### config.mk
export PLATFORM = sky130hd
export DESIGN_NAME = input_arb
export DESIGN_NICKNAME = d
export VERILOG_FILES = /design/src/rtl/input_arb.sv
export SDC_FILE = /design/constraint.sdc
export NUM_CORES = 1
export LEC_CHECK = 0
export ABC_AREA = 1
export CORE_ASPECT_RATIO = 0.5
export CORE_MARGIN = 2
export CORE_UTILIZATION = 44
export DETAILED_ROUTE_END_ITERATION = 8
export PLACE_DENSITY = 0.91
export REMOVE_ABC_BUFFERS = 1
export SLEW_MARGIN = 30
export SYNTH_ARGS = -nofsm -noshare
export SYNTH_HDL_FRONTEND = slang
export SYNTH_SLANG_ARGS = --single-unit
### constraint.sdc
create_clock -name clk -period 3.2 [get_ports clk]
set_input_delay 0.48 -clock clk [delete_from_list [all_inputs] [get_ports clk]]
set_output_delay 0.48 -clock clk [all_outputs]
set_load 0.03 [all_outputs]
### src/rtl/input_arb.sv
// input_arb: shares one AXI read port (AR/R) among Np input-cache requesters.
// One burst is in flight at a time. The arbiter grants a requester, issues its
// address, and steers the returned beats to that requester only.
// Build option: define INPUT_ARB_RR_EN for round-robin selection. Without it,
// fixed priority is used (the highest set index wins).
module input_arb #(
  parameter int unsigned Np = 1
) (
  input  logic                clk,
  input  logic                rst,
  input  logic [Np-1:0]       rreq,
  output logic [Np-1:0]       rgnt,
  input  logic [Np-1:0][31:0] radr,
  input  logic [Np-1:0][7:0]  rlen,
  input  logic [31:0]         baseadr,
  output logic [63:0]         rdo,
  output logic [Np-1:0]       rvo,
  output logic [Np-1:0]       rlo,
  output logic                err_len,
  output logic [39:0]         araddr,
  output logic [7:0]          arlen,
  output logic                arvalid,
  input  logic                arready,
  input  logic [63:0]         rd_data,
  input  logic                rvalid,
  input  logic                rlast,
  output logic                rready
);

  localparam int unsigned ChW = (Np > 1) ? $clog2(Np) : 1;

  typedef enum logic [1:0] {StIdle, StAddr, StData} state_e;

  state_e         state_q, state_d;
  logic [ChW-1:0] ch_q, ch_d;
  logic [ChW-1:0] sel;
  logic           any_req;
  logic [31:0]    addr_q, addr_d;
  logic [7:0]     len_q, len_d;
  logic [8:0]     cnt_q, cnt_d;
  logic           err_q, err_d;

  assign any_req = |rreq;

`ifdef INPUT_ARB_RR_EN
  logic [ChW-1:0] ptr_q, ptr_d;

  // Round-robin pick: first requester strictly after the last grant, wrapping.
  always_comb begin
    int unsigned idx;
    logic        found;
    sel   = '0;
    found = 1'b0;
    idx   = 0;
    for (int unsigned k = 1; k <= Np; k++) begin
      idx = 32'(ptr_q) + k;
      if (idx >= Np) idx = idx - Np;
      if (!found && rreq[idx[ChW-1:0]]) begin
        sel   = idx[ChW-1:0];
        found = 1'b1;
      end
    end
  end

  // Pointer follows the channel that was just granted.
  always_comb begin
    ptr_d = ptr_q;
    if (state_q == StIdle && any_req) ptr_d = sel;
  end

  // Pointer register; reset to Np-1 so channel 0 is served first.
  always_ff @(posedge clk) begin
    if (rst) ptr_q <= ChW'(Np - 1);
    else     ptr_q <= ptr_d;
  end
`else
  // Fixed priority pick: ascending scan, so the highest set index ends up winning.
  always_comb begin
    sel = '0;
    for (int unsigned k = 0; k < Np; k++) begin
      if (rreq[k[ChW-1:0]]) sel = k[ChW-1:0];
    end
  end
`endif

  // Read data is a broadcast passthrough; only rvo qualifies it per channel.
  assign rdo     = rd_data;
  assign araddr  = {8'h00, addr_q};
  assign arlen   = len_q;
  assign err_len = err_q;

  // Next-state and output decode for the grant/address/data sequence.
  always_comb begin
    state_d = state_q;
    ch_d    = ch_q;
    addr_d  = addr_q;
    len_d   = len_q;
    cnt_d   = cnt_q;
    err_d   = err_q;
    rgnt    = '0;
    rvo     = '0;
    rlo     = '0;
    arvalid = 1'b0;
    rready  = 1'b0;
    unique case (state_q)
      StIdle: begin
        cnt_d = '0;
        if (any_req) begin
          ch_d      = sel;
          // Address and length are captured here so AR stays stable while stalled.
          addr_d    = baseadr + (radr[sel] & 32'hFFFF_FFF8);
          len_d     = rlen[sel];
          rgnt[sel] = 1'b1;
          state_d   = StAddr;
        end
      end
      StAddr: begin
        arvalid = 1'b1;
        if (arready) state_d = StData;
      end
      StData: begin
        rready = 1'b1;
        if (rvalid) begin
          rvo[ch_q] = 1'b1;
          if (cnt_q != 9'h1FF) cnt_d = cnt_q + 9'd1;
          if (rlast) begin
            rlo[ch_q] = 1'b1;
            state_d   = StIdle;
            // cnt_q holds beats before this one, so a correct burst ends at rlen.
            if (cnt_q != {1'b0, len_q}) err_d = 1'b1;
          end
        end
      end
      default: state_d = StIdle;
    endcase
  end

  // State registers with synchronous reset; reset drops any burst in flight.
  always_ff @(posedge clk) begin
    if (rst) begin
      state_q <= StIdle;
      ch_q    <= '0;
      addr_q  <= '0;
      len_q   <= '0;
      cnt_q   <= '0;
      err_q   <= 1'b0;
    end else begin
      state_q <= state_d;
      ch_q    <= ch_d;
      addr_q  <= addr_d;
      len_q   <= len_d;
      cnt_q   <= cnt_d;
      err_q   <= err_d;
    end
  end

endmodule
==> results of run 1 <==
## placed cells by master (no fill, tap or decap), types with 2 or more instances in the layout
master                            synthesis  final
sky130_fd_sc_hd__nand3_1                 40     40
sky130_fd_sc_hd__nand2_2                 16     16
sky130_fd_sc_hd__o21ai_0                 27     27
sky130_fd_sc_hd__a211oi_1                 2      2
sky130_fd_sc_hd__dfxtp_1                 52     52
sky130_fd_sc_hd__clkdlybuf4s50_1          0    119
sky130_fd_sc_hd__nor2_2                   9      9
sky130_fd_sc_hd__nor4_1                   3      3
sky130_fd_sc_hd__inv_1                  131    131
sky130_fd_sc_hd__o21ai_1                  5      5
sky130_fd_sc_hd__ha_1                    30     30
sky130_fd_sc_hd__buf_4                   73      4
sky130_fd_sc_hd__nand2_1                216    216
sky130_fd_sc_hd__clkbuf_16                0      5
sky130_fd_sc_hd__a21oi_1                 26     26
sky130_fd_sc_hd__conb_1                   1      8
sky130_fd_sc_hd__nand4_1                  7      7
sky130_fd_sc_hd__nand3_2                  9      9
sky130_fd_sc_hd__nor2_4                   8      8
sky130_fd_sc_hd__inv_2                    5      5
sky130_fd_sc_hd__nor3_1                   5      5
sky130_fd_sc_hd__a21oi_2                  5      5
sky130_fd_sc_hd__xor2_1                  11     11
sky130_fd_sc_hd__nor2_1                 119    119
sky130_fd_sc_hd__a21o_1                   3      3
## stage by stage
| step | utilization | setup slack, ns | total power, mW | hold slack, ns | cell area [um2] |
|---|---|---|---|---|---|
| finish | 0.541 | 0.808 | 2.25 | 0.471 | 5920 |
| global route | 0.541 | 0.754 | 2.37 | 0.518 | 5920 |
| CTS | 0.541 | 0.779 | 2.25 | 0.480 | 5920 |
| detailed placement | 0.527 | 0.638 | 1.67 | 0.460 | 5770 |
| global placement | 0.527 | 0.665 | 1.65 | 0.456 | 5770 |
| floorplan | - | 1.25 | 1.32 | 0.457 | 4360 |
## layout make-up
class                      instances  area, um2
clock buffer                       5        125
clock inverter                     3       27.5
fill                            1047       5030
inverter                         136        510
multi-input combinational        555       2810
sequential                        52       1040
tap                              145        181
timing repair buffer             123       1220
## power by group through the flow
| stage | Sequential [mW] | Combinational (mW) | Clock (mW) |
|---|---|---|---|
| detailed placement | 0.751 | 0.914 | 0 |
| global route | 0.744 | 1.02 | 0.613 |
| CTS | 0.737 | 0.920 | 0.590 |
| finish | 0.737 | 0.926 | 0.587 |
| floorplan | 0.851 | 0.466 | 0 |
| global placement | 0.748 | 0.900 | 0 |
## worst reg2reg max path, delay by kind of cell (launching register included)
kind                       cells  cell delay, ns
and+or+nand+nor                8            1.05
AOI/OAI and AO/OA              1            0.08
adders and majority gates      2            0.47
DFF                            1            0.44
## state kept, by name (all words and copies together) (netlist names)
| register | flops |
|---|---|
| addr_q | 32 |
| cnt_q | 9 |
| arlen | 8 |
| state_q | 2 |
| err_len | 1 |
## per-layer routing
metal  global-route usage  vias up  part of all wire
li1                     -     2539                 -
met1                0.366     2320              0.43
met2                0.416      241              0.38
met3                0.224       25              0.17
met4               0.0404        4             0.010
met5                0.134        -             0.010
## logic make-up after synthesis
family | Yosys count
XOR/XNOR | 12
buffers and inverters | 220
other | 1
flip-flops | 52
AND/OR/NAND/NOR | 433
AO/OA/AOI/OAI | 71
adder cells (fa/ha/maj) | 31
## path summary, 6_finish.rpt
check | cells after the start | startpoint | endpoint
worst min-delay path | 2 | err_len | err_len
worst max-delay path | 4 | rvalid | rlo
worst max register to register | 11 | cnt_q[0] | cnt_q[7]
worst min register to register | 2 | err_len | err_len
==> flow_summary_export.csv, run 1 <==
group,metric,value,unit
power_and_ir_drop,p_int,1.37,mW
sta,worstMarginPinSlew,0.527,ns
critical_path,timing.critical_path.buf_inv,2,
floorplan,pin_count,260,
yosys,yosys.area_share.simple,0.383,
clock_tree,cts-root-to-sink-buffers,2,
sta,worst_clock_skew,0.00905,ns
critical_path,crit_family,"buffers and inverters",
floorplan,std_cell_rows,27,
yosys,synth_edf_count,0,
sta,clock.fmax,418,MHz
yosys,synth_compound_gate_area_share,0.0799,
route,num_vias,5129,
final_layout,layout-area-overhead-vs-synth,20.0,%
route,detail_route.drc_violations,0,
yosys,synthesis.instances,820,
grt,grt_pass1_vias,4809,
power_and_ir_drop,power.static_leakage,3.06,nW
yosys,synth_top_family_by_area,"simple AND/OR/NAND/NOR gates",
critical_path,startpoint_types,"primary input",
route,viasPerCell,5.03,
yosys,synthMuxAreaShare,0,
yosys,synthArstFlopShare,0,
clock_tree,clk-insertion-delay-late,0.30,ns
power_and_ir_drop,power.clock.fraction,0.261,
yosys,ys.warnings.count,0,
critical_path,worst-path-max-fanout,2,
sta,setup-violations-final,0,
clock_tree,cts_resized,0,
yosys,synth_fa_ha_area_frac,0.0801,
clock_tree,clock_tree.root_cell,"sky130_fd_sc_hd__clkbuf_16",
clock_tree,ctsHtreeMaxLevel,2,
critical_path,cp_common_cell,"sky130_fd_sc_hd__clkdlybuf4s50_1",
placed_design,place.detailed.hpwl,15200,um
sta,rsz_0062_raised_after_global_routing,"no",
placed_design,placement.io_buffers,120,
yosys,post-synth-top-area-cell,"sky130_fd_sc_hd__dfxtp_1",
placed_design,count_of_placed_standard_cells_including_taps,1011,
floorplan,die_y,78.9,um
floorplan,overall_die_area,12100,um2
route,detailedRoute.firstIterationViolations,356,
grt,grt_max_degree,51,
power_and_ir_drop,p_sw_frac,0.393,
final_layout,final_cells,1019,
clock_tree,postCtsHoldBufs,0,
yosys,synth_area_per_cell,6.02,um2
yosys,synth.ff_latch_count,52,
clock_tree,tritoncts,"done",
final_layout,final_layout_size_suffix_gt1_frac,0.0732,
placed_design,gp_congestion,0.944,
critical_path,critical_path.cell_chain,"clkdlybuf4s50_1 -> nand2_1 -> nor2_1 -> clkdlybuf4s50_1",
grt,groute.usage.overall,0.300,
yosys,cells_taking_the_most_area_after_synthesis,"sky130_fd_sc_hd__dfxtp_1 (21%), sky130_fd_sc_hd__nand2_1 (16%), sky130_fd_sc_hd__buf_4 (11%), sky130_fd_sc_hd__inv_1 (10%), sky130_fd_sc_hd__nor2_1 (9.1%)",
yosys,ys_seq_area_frac,0.211,
power_and_ir_drop,worst_ir_drop_vdd,0.242,mV
sta,slew_violations,0,
grt,antenna_violations_before_repair,0,
flow_run,max_cap_violations,0,
critical_path,crit_path_end_kind,"primary output",
yosys,ys_top_cells_by_count,"sky130_fd_sc_hd__nand2_1 (216), sky130_fd_sc_hd__inv_1 (131), sky130_fd_sc_hd__nor2_1 (119)",
clock_tree,clkSlewWorstSetupHoldPaths,0.08,ns
critical_path,crit_path_top_delay_cell,"sky130_fd_sc_hd__clkdlybuf4s50_1",
outcome,status,"finished clean",
yosys,synth_largest_type_area_fraction,0.211,
min_path,min-delay-path-class,"reg -> reg",
sta,max_slew_margin,0.649,
critical_path,cp_data_arrival_time,1.91,ns
sta,min_period,2.39,ns
floorplan,die_w,154,um
yosys,synthXorXnorAreaFrac,0.0213,
grt,total_grt_overflow,0,
floorplan,initial_standard_cell_utilization_of_the_core,0.451,
critical_path,critPathRequiredTime,2.72,ns
critical_path,crit_path_category,"in -> out",
yosys,cell_area_synth,4930,um2
floorplan,core_area,10900,um2
clock_tree,post-cts-setup-buffer-count,0,
sta,hold_viol_final,0,
route,wl_per_cell,18.0,um
final_layout,finalNetCount,1046,
clock_tree,cts_made_buffers,5,
route,finalWirelength,18400,um
yosys,synth-main-ff-cell,"sky130_fd_sc_hd__dfxtp_1",
route,ant_nets,0,
sta,tns,0,ns
grt,first_pass_grt_wire_length,27500,um
critical_path,slowest_delay,0.72,ns
sta,final.period_utilization,0.748,
power_and_ir_drop,p_sw,885,uW
power_and_ir_drop,pwr-share-seq,0.328,
critical_path,r2r_setup_slack,1.05,ns
yosys,post-synth-top-count-cell,"sky130_fd_sc_hd__nand2_1",
power_and_ir_drop,power.density,380,nW/um2
yosys,post_synth_num_cell_types,31,
final_layout,diodes,0,
route,drt_first_pass_iters,5,
power_and_ir_drop,power.share.combinational,0.412,
clock_tree,clkSinkCount,52,
No activity file was read; power rests on OpenSTA's default activity.
==> run 2: changes to the inputs <==
--- a/config.mk
+++ b/config.mk
@@ -8,9 +8,9 @@
 export ABC_AREA = 1
 export CORE_ASPECT_RATIO = 0.5
 export CORE_MARGIN = 2
-export CORE_UTILIZATION = 44
+export CORE_UTILIZATION = 37
 export DETAILED_ROUTE_END_ITERATION = 8
-export PLACE_DENSITY = 0.91
+export PLACE_DENSITY = 0.82
 export REMOVE_ABC_BUFFERS = 1
 export SLEW_MARGIN = 30
 export SYNTH_ARGS = -nofsm -noshare
==> constraint.sdc (replaced) <==
create_clock -name clk -period 2.1 [get_ports clk]
set_input_delay 0.315 -clock clk [delete_from_list [all_inputs] [get_ports clk]]
set_output_delay 0.315 -clock clk [all_outputs]
set_load 0.03 [all_outputs]
==> flow_summary_export.csv, run 2 (same netlist as run 1, synthesis figures left out) <==
group,metric,value,unit
critical_path,worstReg2RegStart,"cnt_q[0]",
power_and_ir_drop,power.static_leakage,3.28,nW
power_and_ir_drop,power.density,560,nW/um2
placed_design,placement.io_buffers,120,
critical_path,crit_family,"simple AND/OR/NAND/NOR gates",
critical_path,crit_path_category,"in -> reg",
sta,final.period_utilization,0.944,
min_path,hold-path-endpoint,"err_len",
route,detailedRoute.firstIterationViolations,466,
floorplan,pin_count,260,
floorplan,core_area,12800,um2
clock_tree,clk-insertion-delay-late,0.30,ns
sta,worstMarginPinSlew,0.493,ns
clock_tree,postCtsHoldBufs,0,
sta,tns,0,ns
clock_tree,ctsHtreeMaxLevel,2,
sta,worst_clock_skew,0.00692,ns
outcome,status,"finished with violations",
critical_path,crit_path_end_kind,"flop",
route,drt_first_pass_iters,7,
route,finalWirelength,19400,um
final_layout,layout-area-overhead-vs-synth,28.1,%
sta,hold_ws,0.483,ns
route,wl_per_cell,17.8,um
sta,setup-violations-final,0,
clock_tree,cts_made_buffers,5,
placed_design,gp_congestion,0.922,
sta,clock.fmax,504,MHz
grt,total_grt_overflow,0,
final_layout,layout_commonest_cell,"sky130_fd_sc_hd__nand2_1",
final_layout,largest-register,"addr_q",
clock_tree,clkSinkCount,52,
route,viasPerCell,4.80,
final_layout,finalInstanceArea,6320,um2
floorplan,overall_die_area,14300,um2
grt,groute.usage.overall,0.267,
critical_path,slowest_delay,0.40,ns
route,detail_route.drc_violations,2,
sta,hold_viol_final,0,
placed_design,place.detailed.hpwl,15800,um
final_layout,final_layout_size_suffix_gt1_frac,0.126,
critical_path,crit_path_top_delay_cell,"sky130_fd_sc_hd__clkdlybuf4s50_1",
floorplan,std_cell_rows,29,
final_layout,layout.cells.most_common_list,"sky130_fd_sc_hd__nand2_1 (213), sky130_fd_sc_hd__inv_1 (131), sky130_fd_sc_hd__nor2_1 (119), sky130_fd_sc_hd__clkdlybuf4s50_1 (117), sky130_fd_sc_hd__dfxtp_1 (52)",
critical_path,critical_path.reg2reg.endpoint,"cnt_q[7]",
route,num_vias,5224,
critical_path,worstRegToRegCells,11,
critical_path,startpoint_types,"primary input",
critical_path,critical_path.cell_chain,"clkdlybuf4s50_1 -> ha_1 -> nand2_2 -> inv_2 -> nand2_1 -> nand2_1 -> nand2_1 -> nand2_1 -> a21oi_2 -> a21oi_2 -> nor2_1 -> nor2_1",
final_layout,finalNetCount,1090,
critical_path,critPathRequiredTime,2.29,ns
critical_path,r2r_setup_slack,0.14,ns
clock_tree,clkSlewWorstSetupHoldPaths,0.08,ns
power_and_ir_drop,worst_ir_drop_vdd,0.328,mV
grt,grt_pass1_vias,4844,
min_path,min-delay-path-class,"reg -> reg",
final_layout,diodes,0,
sta,slew_violations,0,
clock_tree,clock_tree.root_cell,"sky130_fd_sc_hd__clkbuf_16",
grt,grt_max_degree,33,
grt,first_pass_grt_wire_length,28600,um
route,ant_nets,0,
floorplan,initial_standard_cell_utilization_of_the_core,0.384,
critical_path,cp_common_cell,"sky130_fd_sc_hd__nand2_1",
critical_path,cp_data_arrival_time,2.17,ns
grt,antenna_violations_before_repair,0,
floorplan,die_w,167,um
sta,min_period,1.98,ns
final_layout,largest_register_ff_count,32,
sta,max_slew_margin,0.669,
outcome,violations,"design-rule violations",
flow_run,max_cap_violations,0,
final_layout,post-route-util,0.492,
critical_path,timing.critical_path.buf_inv,2,
placed_design,post_dp_cell_area,6130,um2
floorplan,die_y,85.7,um
min_path,min_delay_path_depth,2,
clock_tree,cts-root-to-sink-buffers,2,
clock_tree,tritoncts,"done",
critical_path,worst-path-max-fanout,4,
min_path,holdCritStartpoint,"err_len",
run 2: cell count changes in the layout (fill, tap and decap cells not counted), moves of 2 or more:
cell | before | now
sky130_fd_sc_hd__buf_4 | 4 | 47
sky130_fd_sc_hd__clkdlybuf4s50_1 | 119 | 117
sky130_fd_sc_hd__dlygate4sd2_1 | 0 | 2
sky130_fd_sc_hd__ha_1 | 30 | 28
sky130_fd_sc_hd__ha_2 | 0 | 2
sky130_fd_sc_hd__nand2_1 | 216 | 213
sky130_fd_sc_hd__nand2_2 | 16 | 19
sky130_fd_sc_hd__nand3_1 | 40 | 38
sky130_fd_sc_hd__nand3_2 | 9 | 11
run 2: area by class of cell:
type / instances / area (um2)
Tap cell: 170 / 213
Sequential cell: 52 / 1040
Clock buffer: 5 / 125
Timing Repair Buffer: 167 / 1560
Multi-Input combinational cell: 555 / 2850
Inverter: 136 / 510
Fill cell: 1273 / 6530
Clock inverter: 3 / 21.3
run 2: worst reg2reg max path: stages, from the launching register on:
cell,delay [ns]
sky130_fd_sc_hd__dfxtp_1,0.43
sky130_fd_sc_hd__ha_1,0.20
sky130_fd_sc_hd__nand2_1,0.09
sky130_fd_sc_hd__nor4_1,0.27
sky130_fd_sc_hd__ha_1,0.22
sky130_fd_sc_hd__o21ai_1,0.08
sky130_fd_sc_hd__nand2_2,0.14
sky130_fd_sc_hd__nor2_4,0.06
sky130_fd_sc_hd__nand4_1,0.13
sky130_fd_sc_hd__nor2_1,0.07
sky130_fd_sc_hd__nor2_1,0.08
sky130_fd_sc_hd__nor3_1,0.05
run 2: timing repair:
| action | 4_1_cts | 5_1_grt |
|---|---|---|
| resized for setup | 2 | 9 |
| pin swaps | 0 | 3 |
| endpoints found under the hold margin | 0 | 0 |
| setup endpoints to repair | 2 | 7 |
| setup buffers | 0 | 1 |
run 2: power breakdown:
group          total [mW]  internal, mW  leakage, nW  switching (mW)
clock network       0.873         0.446       0.0702           0.426
logic                1.54         0.651         2.78           0.893
registers            1.12          1.07        0.429          0.0528
run 2: worst max path at each step:
stage / from / cells after the start / slack, ns / endpoint
detailed placement: radr[3] / 13 / -0.15 / addr_q[25]
CTS: cnt_q[0] / 11 / 0.13 / cnt_q[7]
global route: cnt_q[0] / 11 / -0.02 / cnt_q[7]
floorplan: radr[3] / 12 / 0.31 / addr_q[27]
finish: radr[17] / 12 / 0.12 / addr_q[30]
global placement: radr[3] / 13 / -0.14 / addr_q[27]
run 2: metrics by stage:
| step | cells | total power [mW] | worst slack (ns) |
|---|---|---|---|
| floorplan | 743 | 2.01 | 0.312 |
| global placement | 1079 | 2.63 | -0.137 |
| detailed placement | 1079 | 2.65 | -0.152 |
| CTS | 1087 | 3.53 | 0.128 |
| global route | 1088 | 3.74 | -0.0232 |
| finish | 1088 | 3.54 | 0.117 |
run 2: routing by layer:
layer / global-route usage / wire length (um) / vias up
li1: - / - / 2618
met1: 0.329 / 8490 / 2349
met2: 0.361 / 7330 / 231
met3: 0.204 / 3190 / 22
met4: 0.0435 / 224 / 4
met5: 0.110 / 162 / -
==> run 3: changes to the inputs <==
--- a/config.mk
+++ b/config.mk
@@ -7,7 +7,7 @@
 export LEC_CHECK = 0
 export ABC_AREA = 1
 export CORE_ASPECT_RATIO = 0.5
-export CORE_MARGIN = 2
+export CORE_MARGIN = 4
 export CORE_UTILIZATION = 37
 export DETAILED_ROUTE_END_ITERATION = 8
 export PLACE_DENSITY = 0.82
==> flow_summary_export.csv, run 3 (same netlist as run 1, synthesis figures left out) <==
group,metric,value,unit
clock_tree,cts_resized,1,
power_and_ir_drop,power.static_leakage,3.34,nW
final_layout,layout_commonest_cell,"sky130_fd_sc_hd__nand2_1",
floorplan,die_w,171,um
final_layout,diodes,0,
critical_path,crit_path_end_kind,"flop",
clock_tree,cts-root-to-sink-buffers,2,
placed_design,placement.io_buffers,120,
route,drt_first_pass_iters,5,
final_layout,final_layout_size_suffix_gt1_frac,0.130,
sta,rsz_0062_raised_after_global_routing,"yes",
sta,worst_clock_skew,0.00881,ns
grt,first_pass_grt_wire_length,27700,um
grt,total_grt_overflow,0,
power_and_ir_drop,p_sw_frac,0.379,
route,num_vias,5257,
critical_path,critPathRequiredTime,2.29,ns
sta,clock.fmax,507,MHz
final_layout,finalNetCount,1098,
route,wl_per_cell,17.1,um
placed_design,gp_congestion,0.958,
floorplan,pin_count,260,
route,viasPerCell,4.80,
power_and_ir_drop,power.share.combinational,0.436,
floorplan,initial_standard_cell_utilization_of_the_core,0.384,
critical_path,crit_path_category,"in -> reg",
power_and_ir_drop,pwr-share-seq,0.314,
sta,timing.final.ws_setup,0.128,ns
final_layout,post-route-util,0.496,
power_and_ir_drop,p_sw,1.35,mW
power_and_ir_drop,power.density,561,nW/um2
clock_tree,cts_made_buffers,5,
min_path,min-delay-path-class,"reg -> reg",
clock_tree,tritoncts,"done",
final_layout,layout.cells.most_common_list,"sky130_fd_sc_hd__nand2_1 (215), sky130_fd_sc_hd__inv_1 (131), sky130_fd_sc_hd__nor2_1 (119), sky130_fd_sc_hd__clkdlybuf4s50_1 (117), sky130_fd_sc_hd__buf_4 (55)",
sta,setup-violations-final,0,
floorplan,std_cell_rows,29,
sta,slew_violations,0,
clock_tree,clock_tree.root_cell,"sky130_fd_sc_hd__clkbuf_16",
sta,final.period_utilization,0.939,
clock_tree,postCtsHoldBufs,0,
grt,antenna_violations_before_repair,0,
sta,min_period,1.97,ns
grt,groute.usage.overall,0.241,
floorplan,core_area,12800,um2
critical_path,cp_data_arrival_time,2.16,ns
placed_design,place.detailed.hpwl,15500,um
final_layout,largest_register_ff_count,32,
clock_tree,post-cts-setup-buffer-count,0,
power_and_ir_drop,power.clock.fraction,0.250,
critical_path,worstReg2RegStart,"cnt_q[0]",
clock_tree,clkSinkCount,52,
min_path,holdCritStartpoint,"cnt_q[8]",
route,detail_route.drc_violations,0,
floorplan,overall_die_area,15400,um2
route,finalWirelength,18700,um
clock_tree,clkSlewWorstSetupHoldPaths,0.07,ns
grt,grt_max_degree,26,
outcome,status,"finished clean",
sta,hold_viol_final,0,
final_layout,fillers,1284,
critical_path,startpoint_types,"primary input",
floorplan,die_y,89.7,um
grt,grt_pass1_vias,5008,
final_layout,layout-area-overhead-vs-synth,29.0,%
critical_path,startpoint,"radr[7]",
clock_tree,clk-insertion-delay-late,0.30,ns
final_layout,largest-register,"addr_q",
route,ant_nets,0,
clock_tree,ctsHtreeMaxLevel,2,
placed_design,pre_cts_ws,-0.184,ns
power_and_ir_drop,p_int,2.22,mW
flow_run,max_cap_violations,0,
critical_path,worst-path-max-fanout,4,
power_and_ir_drop,worst_ir_drop_vdd,0.347,mV
route,detailedRoute.firstIterationViolations,332,
[run 3: changes by cell type in the layout (fill, tap and decap cells not counted), sizes merged]
| cell | previous run | this run |
|---|---|---|
| buf | 48 | 56 |
| clkbuf | 5 | 6 |
| clkinvlp | 1 | 0 |
| dlygate4sd2 | 2 | 1 |
| dlymetal6s2s | 0 | 1 |
[run 3: layout make-up]
type                            instances  area (um2)  share of cell area
Tap cell                              170         213              0.0334
Timing Repair Buffer                  175        1630               0.255
Inverter                              136         510              0.0802
Sequential cell                        52        1040               0.164
Clock inverter                          2        13.8             0.00216
Multi-Input combinational cell        555        2820               0.443
Clock buffer                            6         139              0.0218
[run 3: worst paths after layout]
check	end	slack, ns	cells after the start
max	addr_q[20]	0.13	14
min	cnt_q[8]	0.49	2
max reg2reg	cnt_q[7]	0.16	11
min reg2reg	cnt_q[8]	0.49	2
[run 3: layer usage]
layer  vias up  global-route usage  share of wire
li1       2637                   -              -
met1      2382               0.291           0.44
met2       220               0.349           0.40
met3        14               0.161           0.14
met4         4              0.0446         0.0086
met5         -               0.112          0.010
[run 3: critical path, stage by stage]
cell	delay, ns
sky130_fd_sc_hd__clkdlybuf4s50_1	0.42
sky130_fd_sc_hd__ha_1	0.36
sky130_fd_sc_hd__nand2_1	0.10
sky130_fd_sc_hd__nand2_1	0.10
sky130_fd_sc_hd__inv_1	0.09
sky130_fd_sc_hd__nand2_1	0.05
sky130_fd_sc_hd__nand2_1	0.08
sky130_fd_sc_hd__nand3_2	0.13
sky130_fd_sc_hd__nand3_1	0.12
sky130_fd_sc_hd__nand2_1	0.06
sky130_fd_sc_hd__nand2_1	0.05
sky130_fd_sc_hd__nand3_1	0.13
sky130_fd_sc_hd__nand2_1	0.12
sky130_fd_sc_hd__inv_1	0.05
[run 3: per-stage QoR]
stage | cells | power (mW) | hold slack, ns | TNS (ns) | cell area (um2)
global route | 1096 | 3.79 | 0.508 | -0.0968 | 6360
finish | 1096 | 3.57 | 0.495 | 0 | 6360
floorplan | 743 | 2.01 | 0.384 | 0 | 4360
detailed placement | 1088 | 2.68 | 0.481 | -2.55 | 6200
CTS | 1096 | 3.57 | 0.494 | 0 | 6350
global placement | 1088 | 2.65 | 0.457 | -1.33 | 6200
[run 3: power by group through the flow]
stage          registers, mW  clock network (mW)  logic (mW)
2_1_floorplan           1.30                   0       0.710
3_3_place_gp            1.14                   0        1.51
3_5_place_dp            1.14                   0        1.53
4_1_cts                 1.12               0.905        1.55
5_1_grt                 1.13               0.949        1.71
6_report                1.12               0.892        1.56
==> edit: new RTL, settings of run 1 <==
Put one more register stage on the output `err_len`. The value now appears one clock later. The other outputs are not delayed to match.
--- a/src/rtl/input_arb.sv
+++ b/src/rtl/input_arb.sv
@@ -87,7 +87,9 @@
   assign rdo     = rd_data;
   assign araddr  = {8'h00, addr_q};
   assign arlen   = len_q;
-  assign err_len = err_q;
+  always_ff @(posedge clk) begin
+    err_len <= err_q;
+  end
 
   // Next-state and output decode for the grant/address/data sequence.
   always_comb begin
Behaviour: not the same (Yosys sat finds a counterexample within 4 cycles, from zero or initial values and one cycle with rst high).
==> edit against run 1 <==
- clock power grew 8.2%
- total power grew 2.2%
- routed wire length shrank 3.7%
- synthesized area shrank 0.30%
- worst hold slack lost 0.11 ns
- first-iteration DRC count grew 5.6%
- sequential cell count grew 1
- synthesized cell count shrank 0.73%
- sequential power grew 2%
- non-clock buffer count is the same
- critical path type unchanged
- cell area grew 0.15%
- worst setup slack gained 0.049 ns
==> edit: results (changes against run 1) <==
Drt
  – DR iter-0 viols: 376 (was 356)
  – Wire per inst: 17.5 µm (was 18.0 µm)
  – Via Count: 5105 (was 5129)

Global route
  – First-pass GRT wire length: 27200 µm (was 27500 µm)
  – GRT Total Usage: 29.6% (was 30.0%)
  – Vias in the first global route: 4957 (was 4809)
  – Largest net degree at the start of global routing: 34 (was 51)
  – Initial antenna violation count: 0 (unchanged)
  – Gr ovfl total: 0 (unchanged)

Power
  – Peak supply drop: 0.243 mV (was 0.242 mV)
  – Leak: 3.10 nW (was 3.06 nW)

Clock network
  – Clock Pin Slew Worst Setup and Hold Paths: 0.07 ns
  – Post-cts sizing count: 0 (unchanged)
  – CTS Root Cell: clkbuf_16 (unchanged)
  – Post-CTS setup buffer count: 0 (unchanged)
  – H-tree Lvls: 2 (unchanged)
  – CTS Buf Count: 5 (unchanged)
  – Maximum buffer depth of the clock tree: 2 (unchanged)

Critical path
  – Slowest Stage Delay on Critical Path: 0.70 ns (was 0.72 ns)
  – Worst Path Max Fanout: 2 (unchanged)
  – Worst path slowest cell: clkdlybuf4s50_1 (unchanged)
  – WP data arrival: 1.86 ns (was 1.91 ns)

Yosys
  – Syn. warnings: 0 (unchanged)
  – Netlist cell types: 32 (was 31)
  – Top_reg_cell synth: dfxtp_1 (unchanged)
  – Synth cell count leaders: nand2_1, inv_1, nor2_1, buf_4, dfxtp_1 (unchanged)
  – Async set or reset register ratio after synthesis: 0% (unchanged)
  – Top post-synthesis cells by area: dfxtp_1, nand2_1, buf_4 (unchanged)
  – Post-synthesis sequential area ratio: 21.6% (was 21.1%)

Status
  – Outcome: finished, final reports clean (unchanged)

Finish
  – Ant. Diodes: 0 (unchanged)
  – Filler Cells Inserted: 1042 (was 1047)
  – Max reg flops: 32 (unchanged)
  – Sequential Area: 1060 µm² (was 1040 µm²)
  – Share of cells above drive strength 1: 6.79% (was 7.32%)
  – Final #Nets: 1041 (was 1046)

Place
  – PortBufs: 120 (unchanged)
  – Post-DP HPWL: 14700 µm (was 15200 µm)
  – DP Area: 5760 µm² (was 5770 µm²)
  – GPL Wtd Cong: 0.980 (was 0.944)

Timing
  – Slew margin rel.: 61.5% (was 64.9%)
  – Clock skew: 0.00893 ns (was 0.00905 ns)

Floorplan
  – Initial core utilization: 44.9% (was 45.1%)
[edit: cell types whose count changed after synthesis, sizes merged, moves of 2 or more]
cell and delta:
a21oi -3, inv +2, nand3 -3, nand4 -2, nor2 -6, nor4 -2
xor2 +6
[edit: final timing paths]
check        depth (start not counted)                     to  slack [ns]                   from
max                                  4                    rlo        0.86                 rvalid
max reg2reg                         11  cnt_q[7]$_SDFFE_PP0P_        1.20  cnt_q[0]$_SDFFE_PP0P_
min reg2reg                          0        err_len$_DFF_P_        0.36     err_q$_SDFFE_PP0P_
min                                  0        err_len$_DFF_P_        0.36     err_q$_SDFFE_PP0P_
[edit: cell families after synthesis]
| family | after synthesis | synth area share, % |
|---|---|---|
| compound gates | 67 | 7.27 |
| buf+inv | 221 | 22.5 |
| simple gates | 422 | 37.2 |
| flops | 53 | 21.6 |
| other cells | 1 | 0.0762 |
| fa+ha+maj | 31 | 8.04 |
| xor+xnor | 19 | 3.38 |
[edit: final cells by class]
class | count | area share (%)
Inverter | 138 | 8.74
Clock buffer | 5 | 2.11
Multi-Input combinational cell | 547 | 46.9
Tap cell | 145 | 3.06
Sequential cell | 53 | 17.9
Clock inverter | 3 | 0.739
Timing Repair Buffer | 123 | 20.6
[edit: power breakdown]
group,internal (mW),switching (mW),leakage (nW)
clock,0.371,0.263,0.0842
sequential,0.716,0.0344,0.437
combinational,0.363,0.551,2.58
total,1.45,0.849,3.10
[edit: routing by layer]
layer | up-vias | GRT usage, % | part of all wire, %
met5 | - | 14.7 | 1.3
met4 | 6 | 6.61 | 2.1
met3 | 43 | 25.5 | 19
met2 | 281 | 42.3 | 39
met1 | 2275 | 32.0 | 38
li1 | 2500 | - | -
[edit: worst reg2reg max path, stage by stage (launching register included)]
cell     delay [ns]
dfxtp_1        0.40
ha_1           0.20
nand2_1        0.09
nor4_1         0.29
ha_1           0.24
o21ai_1        0.08
nand2_1        0.15
nor2_1         0.10
nand4_1        0.12
nor2_1         0.06
nor2_1         0.11
nor3_2         0.04
[edit: per-stage QoR]
step	std cells	power, mW	setup WS [ns]
2_1_floorplan	738	1.32	1.25
3_3_place_gp	1006	1.64	0.745
3_5_place_dp	1006	1.66	0.690
4_1_cts	1014	2.30	0.855
5_1_grt	1014	2.44	0.781
6_report	1014	2.30	0.856
